## src/rtl/serial_to_parallel.sv

```systemverilog
// serial_to_parallel: MSB-first serial-to-parallel converter with a valid/ready output and a sticky overrun flag
module serial_to_parallel #(
  parameter int WIDTH = 8
) (
  input  logic             clk,
  input  logic             reset,
  input  logic             start,
  input  logic             serial_in,
  input  logic             serial_valid,
  input  logic             out_ready,
  output logic [WIDTH-1:0] parallel_out,
  output logic             out_valid,
  output logic             busy,
  output logic             overrun
);
  localparam int CW = $clog2(WIDTH) + 1;
  localparam logic IDLE = 1'b0;
  localparam logic SHIFT = 1'b1;
  logic state;
  logic [CW-1:0] cnt;
  logic [WIDTH-1:0] sr;
  logic [WIDTH-1:0] nxt;
  logic done;
  assign nxt = {sr[WIDTH-2:0], serial_in};
  assign done = state == SHIFT && !start && serial_valid && cnt == CW'(WIDTH - 1);
  assign busy = state == SHIFT;
  always_ff @(posedge clk or posedge reset) begin
    if (reset) begin
      state <= IDLE;
      cnt <= '0;
      sr <= '0;
      parallel_out <= '0;
      out_valid <= 1'b0;
      overrun <= 1'b0;
    end else begin
      if (start) begin
        state <= SHIFT;
        cnt <= '0;
        sr <= '0;
      end else if (state == SHIFT && serial_valid) begin
        sr <= nxt;
        state <= done ? IDLE : SHIFT;
        cnt <= done ? '0 : cnt + 1'b1;
      end
      // a completing word always wins over a same-cycle consume
      if (done) begin
        parallel_out <= nxt;
        out_valid <= 1'b1;
        if (out_valid && !out_ready) overrun <= 1'b1;
      end else if (out_valid && out_ready) begin
        out_valid <= 1'b0;
      end
    end
  end
endmodule

```

## config.mk

```make
export PLATFORM = sky130hd
export DESIGN_NAME = serial_to_parallel
export DESIGN_NICKNAME = d
export VERILOG_FILES = /design/src/rtl/serial_to_parallel.sv
export SDC_FILE = /design/constraint.sdc
export NUM_CORES = 1
export LEC_CHECK = 0
export BUFFER_PORTS_ARGS = -buffer_cell sky130_fd_sc_hd__buf_4
export CAP_MARGIN = 20
export CORE_MARGIN = 2
export CORE_UTILIZATION = 45
export DETAILED_ROUTE_END_ITERATION = 6
export PLACE_DENSITY = 0.67
export RECOVER_POWER = 100
export SLEW_MARGIN = 20
export SYNTH_ARGS = -nofsm -noshare
export SYNTH_HDL_FRONTEND = slang
export SYNTH_SLANG_ARGS = --single-unit
```

## constraint.sdc

```tcl
create_clock -name clk -period 3.5 [get_ports clk]
set_input_delay 0.525 -clock clk [delete_from_list [all_inputs] [get_ports clk]]
set_output_delay 0.525 -clock clk [all_outputs]
set_load 0.03 [all_outputs]
```

After elaboration in Yosys (flattened, before gate mapping)
Cells that the tools add are included.
- equal/unequal tests: 1
- $add $sub $neg: 1
- muxes and demuxes: 10
- reductions and logical operators: 11
- operators by type and width (operator ; number):
    $mux 7 ; 2
    $mux 4 ; 3
    $logic_and 1x1->1 ; 6
    $mux 1 ; 5
    $add 4x1->4 const B ; 1
    $eq 4x3->1 const B ; 1
    $reduce_bool 2->1 ; 2
    $logic_not 1->1 ; 2
    $reduce_and 2->1 ; 1
- register bits: 22
- word-level logic and storage cells: 29
- output and inout port bits: 11
- bits of input ports: 6

Depth between registers and ports, before layout
- depth after elaboration: 7
- depth in mapped cells: 4
- gate-level depth less buffers: 4

Worst setup path before layout
OpenSTA, ideal clock, no wires.
- kind: register to register
- start: reg state (netlist: busy)
- end: reg parallel_out[0]
- data required time: 3375 ps
- stages on the path, launching flop included: 4
- setup slack: 1988 ps
- clock period less this slack: 1512 ps
- arrival time: 1388 ps
- library setup time: 125 ps
- path through: dfrtp_1 > nand2_2 > nor3_4 > mux2_2
- cells in the longest elaborated chain, start to end: 3
- RTL lines (element ; RTL line ; source):
    from (decl) ; 19 ; logic state;
    from (signal assigned) ; 42 ; state <= done ? IDLE : SHIFT;
    $logic_and 1x1->1 (3 in series) ; 25 ; assign done = state == SHIFT && !start && serial_valid && cnt == CW'(WIDTH - 1);
    to (signal assigned) ; 47 ; parallel_out <= nxt;
    to (decl) ; 11 ; output logic [WIDTH-1:0] parallel_out,
Every way passes these cells.
A chain may end at the register's enable or synchronous reset.

Worst setup path in the final report
- start: reg cnt[0]
- end: reg parallel_out[3]
- cells in the longest elaborated chain, start to end: 2
- RTL lines (element ; RTL line ; source):
    from (decl) ; 20 ; logic [CW-1:0] cnt;
    from (signal assigned) ; 43 ; cnt <= done ? '0 : cnt + 1'b1;
    $eq 4x3->1 ; 25 ;
    $logic_and 1x1->1 ; 25 ;
Every way passes these cells.

==> results_dict.tcl <==
set metrics [dict create \
    hold_violations 0 \
    post-place-ws_ns 1.70 \
    fin_crit_ns 2.26 \
    post_synth_num_cell_types 20 \
    postCtsSetupBuffers 0 \
    synthSimpleGateAreaFrac_pct 16.2 \
    p_total_uw 392 \
    hold_buffers 0 \
    nets 104 \
    cp-end-kind "register" \
    port_buffers 16 \
    power.density_nw_per_um2 388 \
    syn_to_final_growth_pct 11.0 \
    setup.worst_path.end "parallel_out[3]" \
    first_iter_violations 15 \
    synth-xor-area-share_pct 0.963 \
    timing_worst_setup_path_type "register to register" \
    final_common_cell "dfrtp_1" \
    cts_sinks 22 \
    yosysSeqAreaShare_pct 60.5 \
    setup_tns_ns 0 \
    final_cell_mix "22 x dfrtp_1, 17 x nand2_1, 11 x clkbuf_1" \
    core_area_sq_um 1940 \
    antenna_cells 0 \
    netSwitchingPower_uw 87.7 \
    relSlewSlack_pct 14.6 \
    cellInternalPower_uw 304 \
    skew_ns 0.00628 \
    synth-seq-cells 22 \
    hold_path_class "input pin to async pin" \
    min_period_over_period_pct 64.5 \
    drcViolationCount 0 \
    fillers 191 \
    syn_avg_cell_area_sq_um 11.5 \
    antenna_found_initial 0 \
    ioPinCount 17 \
    final_antenna_net_count 0 \
    worstReg2RegEnd "parallel_out[3]" \
    setup_ws_ns 1.24 \
    max-vdd-ir-drop_uv 207 \
    synthAdderAreaFrac_pct 1.38 \
    crit_chain "ha_1 -> nand3b_1 -> nor3_1 -> mux2_2" \
    post_cts_resized 0 \
    syn_inst 79 \
    grt_pass1_vias 544 \
    layout-drive-gt1-share_pct 20.0 \
    netlist.area_leader.share_pct 60.5 \
    synth_area_leader_cell "dfrtp_1" \
    htreeDepth 1 \
    synth_compound_area_share_pct 8.53 \
    max-clock-path-buffers 2 \
    grt_max_degree 23 \
    grt_pass1_wl_mm 2.45 \
    required_ns 3.69 \
    finalSetupViolCount 0 \
    grt.total_usage_pct 13.4 \
    combinationalPowerShare_pct 5.5 \
    place_congestion 0.719 \
    cts_buffers 3 \
    row_count 16 \
    first_pass_iters 4 \
    synth_top_family_by_area "simple AND/OR/NAND/NOR gates" \
    outcome "finished clean" \
    rsz0062_at_grt "no" \
    vias_per_cell 5.16 \
    path_clk_slew_ns 0.11 \
    cp-startpoint "cnt[0]" \
    wl_per_cell_um 11.6 \
    critPathLaunchType "register" \
    start_util_pct 46.8 \
    worst_pin_slew_ns 1.27 \
    die_area_sq_um 2400 \
    rr_startpoint "cnt[0]" \
    syn_nets 86 \
    timing.fmax_mhz 443 \
    clkPwrFrac_pct 28.3 \
    cp_data_arrival_time_ns 2.45 \
    die_width_um 49.0 \
    slowest_stage "nor3_1" \
    power.leakage_nw 0.474 \
    finalMaxSlewViolations 0 \
    rrSetupSlack_ns 1.24 \
    yosys_warnings 0 \
    r2r_cells 4 \
    die_h_um 49.0 \
    dp_hpwl_um 962 \
    clkLatencyLatePin_ns 0.30 \
    cap_viol_max_count 0 \
    crit_path_max_fanout 10 \
    vias 630 \
    power_frac_seq_pct 66.2 \
    slowest_delay_ns 0.98 \
    switching_share_pct 22.4 \
    overflow 0 \
    routed_wl_mm 1.42 \
    ctsRootBufferMaster "clkbuf_4" \
    netlist_area_sq_um 910 \
    synth.area.mux_share_pct 9.90 \
    ys_top_cells_by_area "dfrtp_1 61%, mux2_2 9.9%, nand2_1 7.0%, a21oi_1 5.5%, nand3b_4 2.2%" \
    cts_tree "built" \
]
==> final cells by class <==
class | count | area [sq um] | share of cell area, %
Clock buffer | 3 | 22.5 | 2.23
Inverter | 3 | 11.3 | 1.12
Multi-Input combinational cell | 51 | 313 | 31.0
Sequential cell | 22 | 551 | 54.5
Tap cell | 27 | 33.8 | 3.35
Timing Repair Buffer | 16 | 78.8 | 7.81
==> state kept, by name, indices dropped and copies added (netlist names) <==
register,cells
sr,7
cnt,4
out_valid,1
parallel_out,8
overrun,1
busy,1
==> cells by family (layout without fill, tap and decap cells) <==
family                   after synthesis  count (layout)
multiplexers                           8               8
flip-flops                            22              22
AO/OA/AOI/OAI                         14              14
buffers and inverters                  6              22
AND/OR/NAND/NOR                       27              27
adder cells (fa/ha/maj)                1               1
XOR/XNOR                               1               1
==> cells in the mapped netlist <==
| master | n |
|---|---|
| mux2_2 | 8 |
| nor3_4 | 1 |
| or4_1 | 1 |
| a21o_2 | 1 |
| and2_1 | 1 |
| nand3_1 | 2 |
| dfrtp_1 | 22 |
| a31o_2 | 1 |
| nand3b_1 | 1 |
| inv_1 | 3 |
| o21ai_0 | 2 |
| xor2_1 | 1 |
| clkbuf_1 | 3 |
| ha_1 | 1 |
| nand2b_1 | 1 |
| nand3b_4 | 1 |
| a21oi_1 | 10 |
| nand2_1 | 17 |
| nor2_1 | 1 |
| nand2_2 | 1 |
==> worst min path at each step <==
stage                      end  slack (ns)  cells past startpoint
2_1_floorplan  parallel_out[7]        0.48                      1
3_3_place_gp           overrun        0.46                      1
3_5_place_dp           overrun        0.46                      1
4_1_cts                  sr[2]        0.39                      2
5_1_grt        parallel_out[4]        0.44                      2
6_report                 sr[2]        0.37                      2
==> routing by layer <==
metal	track usage [%]	vias to the layer above	routed length, um
li1	-	301	-
met1	19.7	303	642
met2	18.7	24	673
met3	1.84	2	87
met4	8.57	0	14
met5	0	-	0
==> stage by stage <==
step / util (%) / hold WS, ns / area, sq um / instances
2_1_floorplan: - / 0.479 / 910 / 79
3_3_place_gp: 54.2 / 0.456 / 1050 / 119
3_5_place_dp: 54.2 / 0.457 / 1050 / 119
4_1_cts: 55.3 / 0.389 / 1070 / 122
5_1_grt: 52.0 / 0.443 / 1010 / 122
6_report: 52.0 / 0.369 / 1010 / 122
==> worst max-delay path: cells and delay by family (launching register included) <==
family | cells | cell delay, ns
fa+ha+maj | 1 | 0.20
flops | 1 | 0.40
mux | 1 | 0.43
simple gates | 2 | 1.12
==> power by group through the flow <==
stage | clock (mW) | sequential (mW) | combinational, mW
after floorplan | 0 | 0.264 | 0.0147
after global placement | 0 | 0.265 | 0.0226
after detailed placement | 0 | 0.264 | 0.0232
after CTS | 0.118 | 0.260 | 0.0233
after global routing | 0.126 | 0.260 | 0.0250
final | 0.111 | 0.259 | 0.0217
No activity file was read; power rests on OpenSTA's default activity.
